### src/rtl/counter_pkg.sv
// Shared types for the programmable modulus counter: FSM state and mode encodings.
package counter_pkg;

  typedef enum logic {
    ST_RUN  = 1'b0,
    ST_DONE = 1'b1
  } state_e;

  localparam logic MODE_WRAP    = 1'b0;
  localparam logic MODE_ONESHOT = 1'b1;

endpackage

### src/rtl/prog_mod_counter_if.sv
// Control/status bundle of prog_mod_counter; master drives controls, slave is the counter.
interface prog_mod_counter_if #(
  parameter int unsigned N = 8
) ();

  logic         en;
  logic         up;
  logic         clr;
  logic         load;
  logic [N-1:0] load_val;
  logic         m_wr;
  logic [N-1:0] m_val;
  logic         mode;
  logic         start;
  logic [N-1:0] q;
  logic [N-1:0] m_cur;
  logic         max_tick;
  logic         term_tick;
  logic         busy;

  modport master (
    output en, up, clr, load, load_val, m_wr, m_val, mode, start,
    input  q, m_cur, max_tick, term_tick, busy
  );

  modport slave (
    input  en, up, clr, load, load_val, m_wr, m_val, mode, start,
    output q, m_cur, max_tick, term_tick, busy
  );

endinterface

### src/rtl/prog_mod_counter.sv
// Run-time programmable mod-M up/down counter with shadowed modulus, one-shot mode
// and a cascadable terminal tick.
module prog_mod_counter
  import counter_pkg::*;
#(
  parameter int unsigned N         = 8,
  parameter int unsigned M_DEFAULT = 10
) (
  input logic              clk,
  input logic              reset,
  prog_mod_counter_if.slave bus
);

  localparam logic [N-1:0] M_RST = N'(M_DEFAULT);

  if (M_DEFAULT == 0 || (64'(M_DEFAULT) >> N) != 64'd0) begin : g_bad_m_default
    $error("prog_mod_counter: M_DEFAULT must lie in 1..2^N-1");
  end

  logic [N-1:0] q_q, q_d;
  logic [N-1:0] m_cur_q, m_cur_d;
  logic [N-1:0] m_pend_q, m_pend_d;
  state_e       state_q, state_d;

  logic         wr_ok;
  logic [N-1:0] m_next;
  logic [N-1:0] m_last;
  logic [N-1:0] term_val;
  logic [N-1:0] load_clamped;
  logic         at_term;
  logic         commit;

  function automatic logic [N-1:0] start_of(input logic [N-1:0] m, input logic dir_up);
    return dir_up ? '0 : m - N'(1);
  endfunction

  // A write in a commit cycle bypasses m_pend so the fresh modulus applies at once.
  assign wr_ok        = bus.m_wr && (bus.m_val != '0);
  assign m_next       = wr_ok ? bus.m_val : m_pend_q;
  assign m_last       = m_cur_q - N'(1);
  assign term_val     = bus.up ? m_last : '0;
  assign at_term      = (q_q == term_val);
  assign load_clamped = (bus.load_val > m_last) ? m_last : bus.load_val;

  always_comb begin
    q_d      = q_q;
    state_d  = state_q;
    m_pend_d = m_next;
    m_cur_d  = m_cur_q;
    commit   = 1'b0;
    if (bus.clr) begin
      commit  = 1'b1;
      q_d     = start_of(m_next, bus.up);
      state_d = ST_RUN;
    end else if (bus.load) begin
      q_d = load_clamped;
      if (state_q == ST_DONE && bus.mode == MODE_WRAP) state_d = ST_RUN;
    end else if (state_q == ST_DONE) begin
      if (bus.start) begin
        commit  = 1'b1;
        q_d     = start_of(m_next, bus.up);
        state_d = ST_RUN;
      end else if (bus.mode == MODE_WRAP) begin
        state_d = ST_RUN;
      end
    end else if (bus.en) begin
      if (!at_term) begin
        q_d = bus.up ? q_q + N'(1) : q_q - N'(1);
      end else if (bus.mode == MODE_WRAP) begin
        commit = 1'b1;
        q_d    = start_of(m_next, bus.up);
      end else begin
        state_d = ST_DONE;
      end
    end
    if (commit) m_cur_d = m_next;
  end

  always_ff @(posedge clk or posedge reset) begin
    if (reset) begin
      q_q      <= '0;
      m_cur_q  <= M_RST;
      m_pend_q <= M_RST;
      state_q  <= ST_RUN;
    end else begin
      q_q      <= q_d;
      m_cur_q  <= m_cur_d;
      m_pend_q <= m_pend_d;
      state_q  <= state_d;
    end
  end

  assign bus.q         = q_q;
  assign bus.m_cur     = m_cur_q;
  assign bus.busy      = (state_q == ST_RUN);
  assign bus.max_tick  = at_term;
  assign bus.term_tick = at_term && bus.en && (state_q == ST_RUN);

endmodule

### src/flat_wrapper.sv
// flat-port wrapper written by rule: the top's interface ports become plain ports
module prog_mod_counter_flat import counter_pkg::*;
#(
  parameter int unsigned N         = 8,
  parameter int unsigned M_DEFAULT = 10
)
  (clk, reset, bus_en, bus_up, bus_clr, bus_load, bus_load_val, bus_m_wr, bus_m_val, bus_mode, bus_start, bus_q, bus_m_cur, bus_max_tick, bus_term_tick, bus_busy);
  prog_mod_counter_if #(.N(N)) bus_i ();
  input logic clk;
  input logic reset;
  input wire logic [$bits(bus_i.en)-1:0] bus_en;
  input wire logic [$bits(bus_i.up)-1:0] bus_up;
  input wire logic [$bits(bus_i.clr)-1:0] bus_clr;
  input wire logic [$bits(bus_i.load)-1:0] bus_load;
  input wire logic [$bits(bus_i.load_val)-1:0] bus_load_val;
  input wire logic [$bits(bus_i.m_wr)-1:0] bus_m_wr;
  input wire logic [$bits(bus_i.m_val)-1:0] bus_m_val;
  input wire logic [$bits(bus_i.mode)-1:0] bus_mode;
  input wire logic [$bits(bus_i.start)-1:0] bus_start;
  output wire logic [$bits(bus_i.q)-1:0] bus_q;
  output wire logic [$bits(bus_i.m_cur)-1:0] bus_m_cur;
  output wire logic [$bits(bus_i.max_tick)-1:0] bus_max_tick;
  output wire logic [$bits(bus_i.term_tick)-1:0] bus_term_tick;
  output wire logic [$bits(bus_i.busy)-1:0] bus_busy;
  assign bus_i.en = bus_en;
  assign bus_i.up = bus_up;
  assign bus_i.clr = bus_clr;
  assign bus_i.load = bus_load;
  assign bus_i.load_val = bus_load_val;
  assign bus_i.m_wr = bus_m_wr;
  assign bus_i.m_val = bus_m_val;
  assign bus_i.mode = bus_mode;
  assign bus_i.start = bus_start;
  assign bus_q = bus_i.q;
  assign bus_m_cur = bus_i.m_cur;
  assign bus_max_tick = bus_i.max_tick;
  assign bus_term_tick = bus_i.term_tick;
  assign bus_busy = bus_i.busy;
  prog_mod_counter #(.N(N), .M_DEFAULT(M_DEFAULT)) u_core (.clk(clk), .reset(reset), .bus(bus_i));
endmodule
### config.mk
export PLATFORM = sky130hd
export DESIGN_NAME = prog_mod_counter_flat
export DESIGN_NICKNAME = d
export VERILOG_FILES = /design/src/rtl/counter_pkg.sv /design/src/rtl/prog_mod_counter_if.sv /design/src/rtl/prog_mod_counter.sv /design/src/flat_wrapper.sv
export SDC_FILE = /design/constraint.sdc
export NUM_CORES = 1
export LEC_CHECK = 0
export CELL_PAD_IN_SITES_DETAIL_PLACEMENT = 1
export CELL_PAD_IN_SITES_GLOBAL_PLACEMENT = 1
export CORE_MARGIN = 2
export CORE_UTILIZATION = 36
export CTS_BUF_LIST = sky130_fd_sc_hd__clkbuf_16
export DETAILED_ROUTE_END_ITERATION = 10
export GPL_ROUTABILITY_DRIVEN = 0
export PLACE_DENSITY = 0.77
export SKIP_LAST_GASP = 1
export SLEW_MARGIN = 10
export SYNTH_ARGS = -nofsm -noshare
export SYNTH_HDL_FRONTEND = slang
export SYNTH_SLANG_ARGS = --single-unit
### constraint.sdc
create_clock -name clk -period 3.1 [get_ports clk]
set_clock_uncertainty 0.05 [all_clocks]
set_input_delay 0.31 -clock clk [delete_from_list [all_inputs] [get_ports clk]]
set_output_delay 0.31 -clock clk [all_outputs]
set_load 0.01 [all_outputs]
==> metrics, run 1 <==
critical path class flip-flop to flip-flop; Power Dens Cells 506.3 nW/µm²; cells along the critical path or3_1 -> or3_4 -> and2_4 -> ha_4 -> nand4_1 -> or2_4 -> nand2_4 -> a21oi_2 -> a21oi_1 -> o22ai_1 -> o31a_1; Initial Util 37.44%; FF+latch count, synth 25; num rows 29; clk sink count 25; Ports 44; vias in the first global route 2630; Leak 1.449 nW; DR pass1 iterations 9; pre-CTS setup slack -227.3 ps; minimum clock period 3158 ps; dpl cells 422; failing checks design-rule violations, negative setup slack; GRT Total Usage 24.03%; Synth Flop Type dfrtp_1; clock buffer depth 2; Slew @ Worst Pin 993.3 ps; largest net degree at the start of global routing 25; grt ovf 0; slowest CP cell or3_1; H-tree Lvls 1; register area share after synthesis 26.22%; Finished Cell Area 3471 µm²; Wirelength per Cell 20.49 µm; final setup TNS -77.36 ps; slowest stage delay, CP 440 ps; Max Cap Violations 0; Core Box Area 6422 µm²; CP Data Required Time 3200 ps; Hold/Removal Path Class flip-flop to flip-flop; Nets 394; vias after detailed routing 2563; final slew viol count 0; port buffer count 43; placed instance area 3201 µm²; # diodes 0; worst-case vdd ir drop 0.2881 mV; setup violators final 3; Die W 85.73 µm; Tcrit/Tclk final 101.9%; Cells after Synth 268; async set or reset register ratio after synthesis 100.0%; status finished, violations left; Slew HR 33.71%; crit end category flip-flop; share of layout cells above drive strength 1 30.40%; Yosys warning total 0; Worst-Skew Late Latency 260 ps; Synthesized Nets 309; crit start category flip-flop; TritonCTS Buffers 3; Mapped Area 2405 µm²; WL final 8.791 mm; crit-path max FO 6; global-route wire length before repair 13.79 mm; RSZ-0062 raised after global routing yes; CTS root buffer clkbuf_16; setup ws final -58.01 ps; WP data arrival 3260 ps; CTS tree built; Post-synth EDFFs 0; Core Util, Final 54.04%; Mapped Avg Cell Area 8.973 µm²; initial antenna violation count 0; Iteration-0 DRC Markers 175; final cell count without fillers 429; Die Span Y 85.73 µm; Final HPWL DP 6.570 mm; Fin. Hold Viols 0; via/cell ratio 5.974; Reg clk slew, reported paths 70 ps; DRC viols 5; Yosys cell types 61; P&R area growth vs syn 44.33%; DIE AREA 7350 µm²; fmax 316.7 MHz; DRT antenna net count 0
per-stage QoR:
step	hold slack, ps	power, W
after floorplan	284.4	0.0009478
after global placement	469.0	0.001310
after detailed placement	499.0	0.001343
after CTS	513.1	0.001685
after global routing	541.3	0.001851
final	515.6	0.001757
layout make-up:
class	instances	area [µm²]
timing repair buffer	87	759.5
inverter	15	56.30
fill	730	2952
tap	77	96.34
multi-input combinational	221	1848
clock buffer	3	75.07
sequential	25	630.6
clock inverter	1	5.005
path summary, 6_finish.rpt:
kind | from | end | slack, ps | cells past startpoint
max | u_core.bus.m_cur[0] | u_core.bus.q[3] | -60 | 11
min | u_core.bus.m_cur[1] | u_core.bus.m_cur[1] | 520 | 2
max reg2reg | u_core.bus.m_cur[0] | u_core.bus.q[3] | -60 | 11
min reg2reg | u_core.bus.m_cur[1] | u_core.bus.m_cur[1] | 520 | 2
max in group asynchronous | reset | u_core.bus.m_cur[1] | 1770 | 3
min in group asynchronous | reset | u_core.m_pend_q[2] | 530 | 2
registers in the layout (all words and copies together), names as in the netlist:
| register | count |
|---|---|
| u_core.bus.q | 8 |
| u_core.m_pend_q | 8 |
| u_core.bus.m_cur | 8 |
| u_core.state_q | 1 |
kinds of logic (layout without fill, tap and decap cells):
family / count (synthesis) / in the layout / share of synthesized area [%]
buffers and inverters: 22 / 106 / 3.954
AO/OA/AOI/OAI: 82 / 82 / 25.44
XOR/XNOR: 16 / 16 / 5.827
adder cells (fa/ha/maj): 16 / 16 / 8.637
flip-flops: 25 / 25 / 26.22
AND/OR/NAND/NOR: 90 / 90 / 21.54
multiplexers: 17 / 17 / 8.377
what timing repair did:
action / in CTS / in global routing
pin swaps: 9 / 18
gates resized for setup: 20 / 29
hold buffers: 0 / 0
buffers inserted: 2 / 3
endpoints found under the setup margin: 12 / 15
routing by layer:
metal	wire (µm)	track usage, %	share of wire (%)	vias to the layer above
li1	-	-	-	1201
met1	3874	33.27	44	1277
met2	4278	39.91	49	76
met3	530	2.984	6.0	9
met4	107	5.916	1.2	0
met5	0	0	0	-
power by group:
group | total (W) | switching (W) | internal, W | leakage, nW
combinational | 0.00100 | 0.000513 | 0.000491 | 1.11
sequential | 0.000454 | 0.0000712 | 0.000383 | 0.295
clock | 0.000299 | 0.000125 | 0.000174 | 0.0409
total | 0.00176 | 0.000709 | 0.00105 | 1.45
synth_stat cells (3+ instances only):
library cell	count	area (µm²)
mux2_4	6	90.09
or4_1	5	37.54
o21a_1	7	52.55
dfstp_2	4	105.1
mux2i_1	10	100.1
nand2_1	13	48.80
dfrtp_1	21	525.5
o41ai_1	4	35.03
a211oi_1	5	37.54
clkbuf_1	4	15.01
nand2b_1	3	18.77
a21oi_1	20	100.1
nor3_1	8	40.04
nand3b_1	5	37.54
nor2_1	17	63.81
or3_1	3	18.77
xor2_1	6	52.55
ha_1	15	187.7
o22ai_1	3	18.77
nand3_1	9	45.04
and3_1	4	25.02
o21ai_0	12	60.06
inv_1	15	56.30
and2_1	3	18.77
o31a_1	5	43.79
xnor2_1	10	87.58
o21ai_1	3	15.01
nor4_1	3	18.77
or4b_2	7	70.07
o211ai_1	3	22.52
worst max-delay path, delay by kind of cell, from the launching register on:
kind,cells,cell delay (ps)
DFF,1,410
and+or+nand+nor,6,1690
adders and majority gates,1,270
AOI/OAI and AO/OA,4,630
cells in the final DEF (no fill, tap or decap), drive strengths merged, types with 6 or more instances in the layout:
cell type	n
buf	44
a21oi	21
clkdlybuf4s50	41
dfrtp	21
nor3	8
mux2	7
xnor2	10
nand2	13
nand3	9
mux2i	10
ha	15
nor2	17
inv	15
o21a	7
or4b	7
xor2	6
o21ai	15
Note: power is estimated with default switching activity, not from simulation.
==> run 2: changes to the inputs <==
- CORE_MARGIN: 2 -> 4
- REMOVE_ABC_BUFFERS: not set -> 1
==> run 2 against run 1 <==
Effect of this change: non-clock buffer count decreased by 2; utilization decreased by 0.64 points; register-to-register slack got worse by 30 ps; the flow finishes with violations (negative setup slack); fmax decreased by 0.96%; highest routed layer unchanged; critical endpoint is now u_core.bus.q[2]; worst hold slack got worse by 36 ps; via count decreased by 0.74%; sequential power about the same.
==> metrics, run 2 (same netlist as run 1, synthesis figures left out) <==
hold_ws 479.2 ps (-36.43 ps); Tot Pwr 0.001742 W (-0.86%); crit start category flip-flop; most frequent cells in the layout buf_4, clkdlybuf4s50_1, dfrtp_1; Core Util, Final 53.40% (-0.64 points); GRT Total Usage 20.89% (-3.1 points); CP Data Required Time 3260 ps (+60 ps); Hold/Removal Path Class flip-flop to flip-flop; WL final 8.788 mm (about the same); Slew HR 32.08% (-1.6 points); Reg clk slew, reported paths 70 ps (about the same); H-tree Lvls 1 (unchanged); grt ovf 0 (unchanged); Net Sw Frac 40.30% (-0.052 points); WP data arrival 3340 ps (+80 ps); Clk pwr share 17.5% (+0.5 points); port buffer count 43 (unchanged); TritonCTS Buffers 3 (unchanged); sw power 0.0007020 W (-0.99%); num rows 29 (unchanged); Worst-Skew Late Latency 270 ps (about the same); hold_buf cts 0 (unchanged); sequential power share 26.2% (+0.4 points); vias after detailed routing 2544 (-0.74%); Fin. Hold Viols 0 (unchanged); clock buffer depth 2 (unchanged); Final HPWL DP 6.606 mm (+0.54%); Max Cap Violations 0 (unchanged); setup violators final 5 (+2); Tcrit/Tclk final 102.9% (+0.98 points); Die Span Y 89.73 µm (+4.7%); Comb pwr share 56.3% (-0.8 points); Worst Hold Depth 2 (unchanged); worst-case vdd ir drop 0.2324 mV (-19%); Wirelength per Cell 20.58 µm (+0.43%); minimum clock period 3189 ps (+30.49 ps); critical path class flip-flop to flip-flop; most common cell after layout, fill and taps aside buf_4; initial antenna violation count 0 (unchanged); # diodes 0 (unchanged); Die W 89.73 µm (+4.7%); global-route wire length before repair 13.78 mm (-0.10%); clk sink count 25 (unchanged); Initial Util 37.44% (unchanged); RSZ-0062 raised after global routing yes; DRC viols 0 (-5); fmax 313.6 MHz (-0.96%); failing checks negative setup slack; Leak 1.430 nW (-1.3%); via/cell ratio 5.958 (-0.28%); status finished, violations left; P&R area growth vs syn 42.61%; Int Power 0.001040 W (-0.77%); CTS tree built; crit-path max FO 6 (unchanged); share of layout cells above drive strength 1 27.14% (-3.3 points); Nets 392 (-0.51%); Power Dens Cells 508.0 nW/µm² (+0.34%); Iteration-0 DRC Markers 194 (+11%); DR pass1 iterations 4 (-5); Slew @ Worst Pin 1018 ps (+24.36 ps); DIE AREA 8051 µm² (+9.5%); setup ws final -88.50 ps (-30.49 ps); Ports 44 (unchanged); Core Box Area 6422 µm² (unchanged); largest net degree at the start of global routing 26 (+4.0%); DRT antenna net count 0 (unchanged); vias in the first global route 2654 (+0.91%); CTS root buffer clkbuf_16; final slew viol count 0 (unchanged); crit end category flip-flop; R2R cell count 12 (+1)
[run 2: cell count changes in the layout (fill, tap and decap cells not counted), sizes merged]
cell and delta:
clkinv -1, dlygate4sd2 +1, buf -2, clkinvlp +1
clkdlybuf4s15 -1
[run 2: timing repair]
action | CTS | global route
pin swaps | 1 | 11
hold endpoints to repair | 0 | 0
buffers inserted | 0 | 1
resized for setup | 14 | 24
endpoints found under the setup margin | 10 | 15
[run 2: layer usage]
layer	routed length (µm)	share of wire (%)	track usage [%]	vias to the layer above
met4	180	2.0	5.109	0
li1	-	-	-	1193
met5	0	0	0	-
met2	4223	48	35.71	88
met3	559	6.4	2.170	19
met1	3824	44	28.35	1244
[run 2: area by class of cell]
class                      count  area [µm²]
fill                         737        2993
multi-input combinational    221        1824
clock inverter                 1       7.507
clock buffer                   3       75.07
inverter                      15       56.30
sequential                    25       630.6
timing repair buffer          85       739.5
tap                           77       96.34
[run 2: path summary, 6_finish.rpt]
| kind | to | slack (ps) | startpoint |
|---|---|---|---|
| hold / removal | u_core.bus.m_cur[1] | 480 | u_core.bus.m_cur[1] |
| setup / recovery | u_core.bus.q[2] | -90 | u_core.bus.m_cur[3] |
| max in group asynchronous | u_core.bus.m_cur[4] | 1850 | reset |
| hold reg to reg | u_core.bus.m_cur[1] | 480 | u_core.bus.m_cur[1] |
| min in group asynchronous | u_core.m_pend_q[2] | 540 | reset |
| setup reg to reg | u_core.bus.q[2] | -90 | u_core.bus.m_cur[3] |
[run 2: power by group through the flow]
stage	sequential, W	combinational (W)	clock [W]
after floorplan	0.000470	0.000466	0
after global placement	0.000455	0.000858	0
after detailed placement	0.000458	0.000886	0
after CTS	0.000453	0.000914	0.000306
after global routing	0.000466	0.00106	0.000326
final	0.000456	0.000980	0.000305
[run 2: through the flow]
step                      std cells  setup slack, ps  TNS (ps)  area (µm²)
after floorplan                 261           -114.3    -474.3        2366
after global placement          422           -86.69    -343.0        3201
after detailed placement        422           -194.9     -1148        3201
after CTS                       426           -53.96    -86.47        3331
after global routing            427           -156.5    -987.3        3430
final                           427           -88.50    -258.8        3430
[run 2: worst max-delay path, stage by stage, from the launching register on]
cell	delay, ps
dfstp_2	370
buf_4	150
or3_2	540
nor3_4	280
nor2_4	70
ha_1	310
nand4_1	170
buf_4	210
a211o_4	350
a21oi_2	160
a21oi_2	60
a211oi_2	250
o31a_1	150
==> run 3: changes to the inputs <==
- SLEW_MARGIN: 10 -> not set
==> results of run 3 <==
The final DEF is identical to that of run 2; final timing and power are the same.
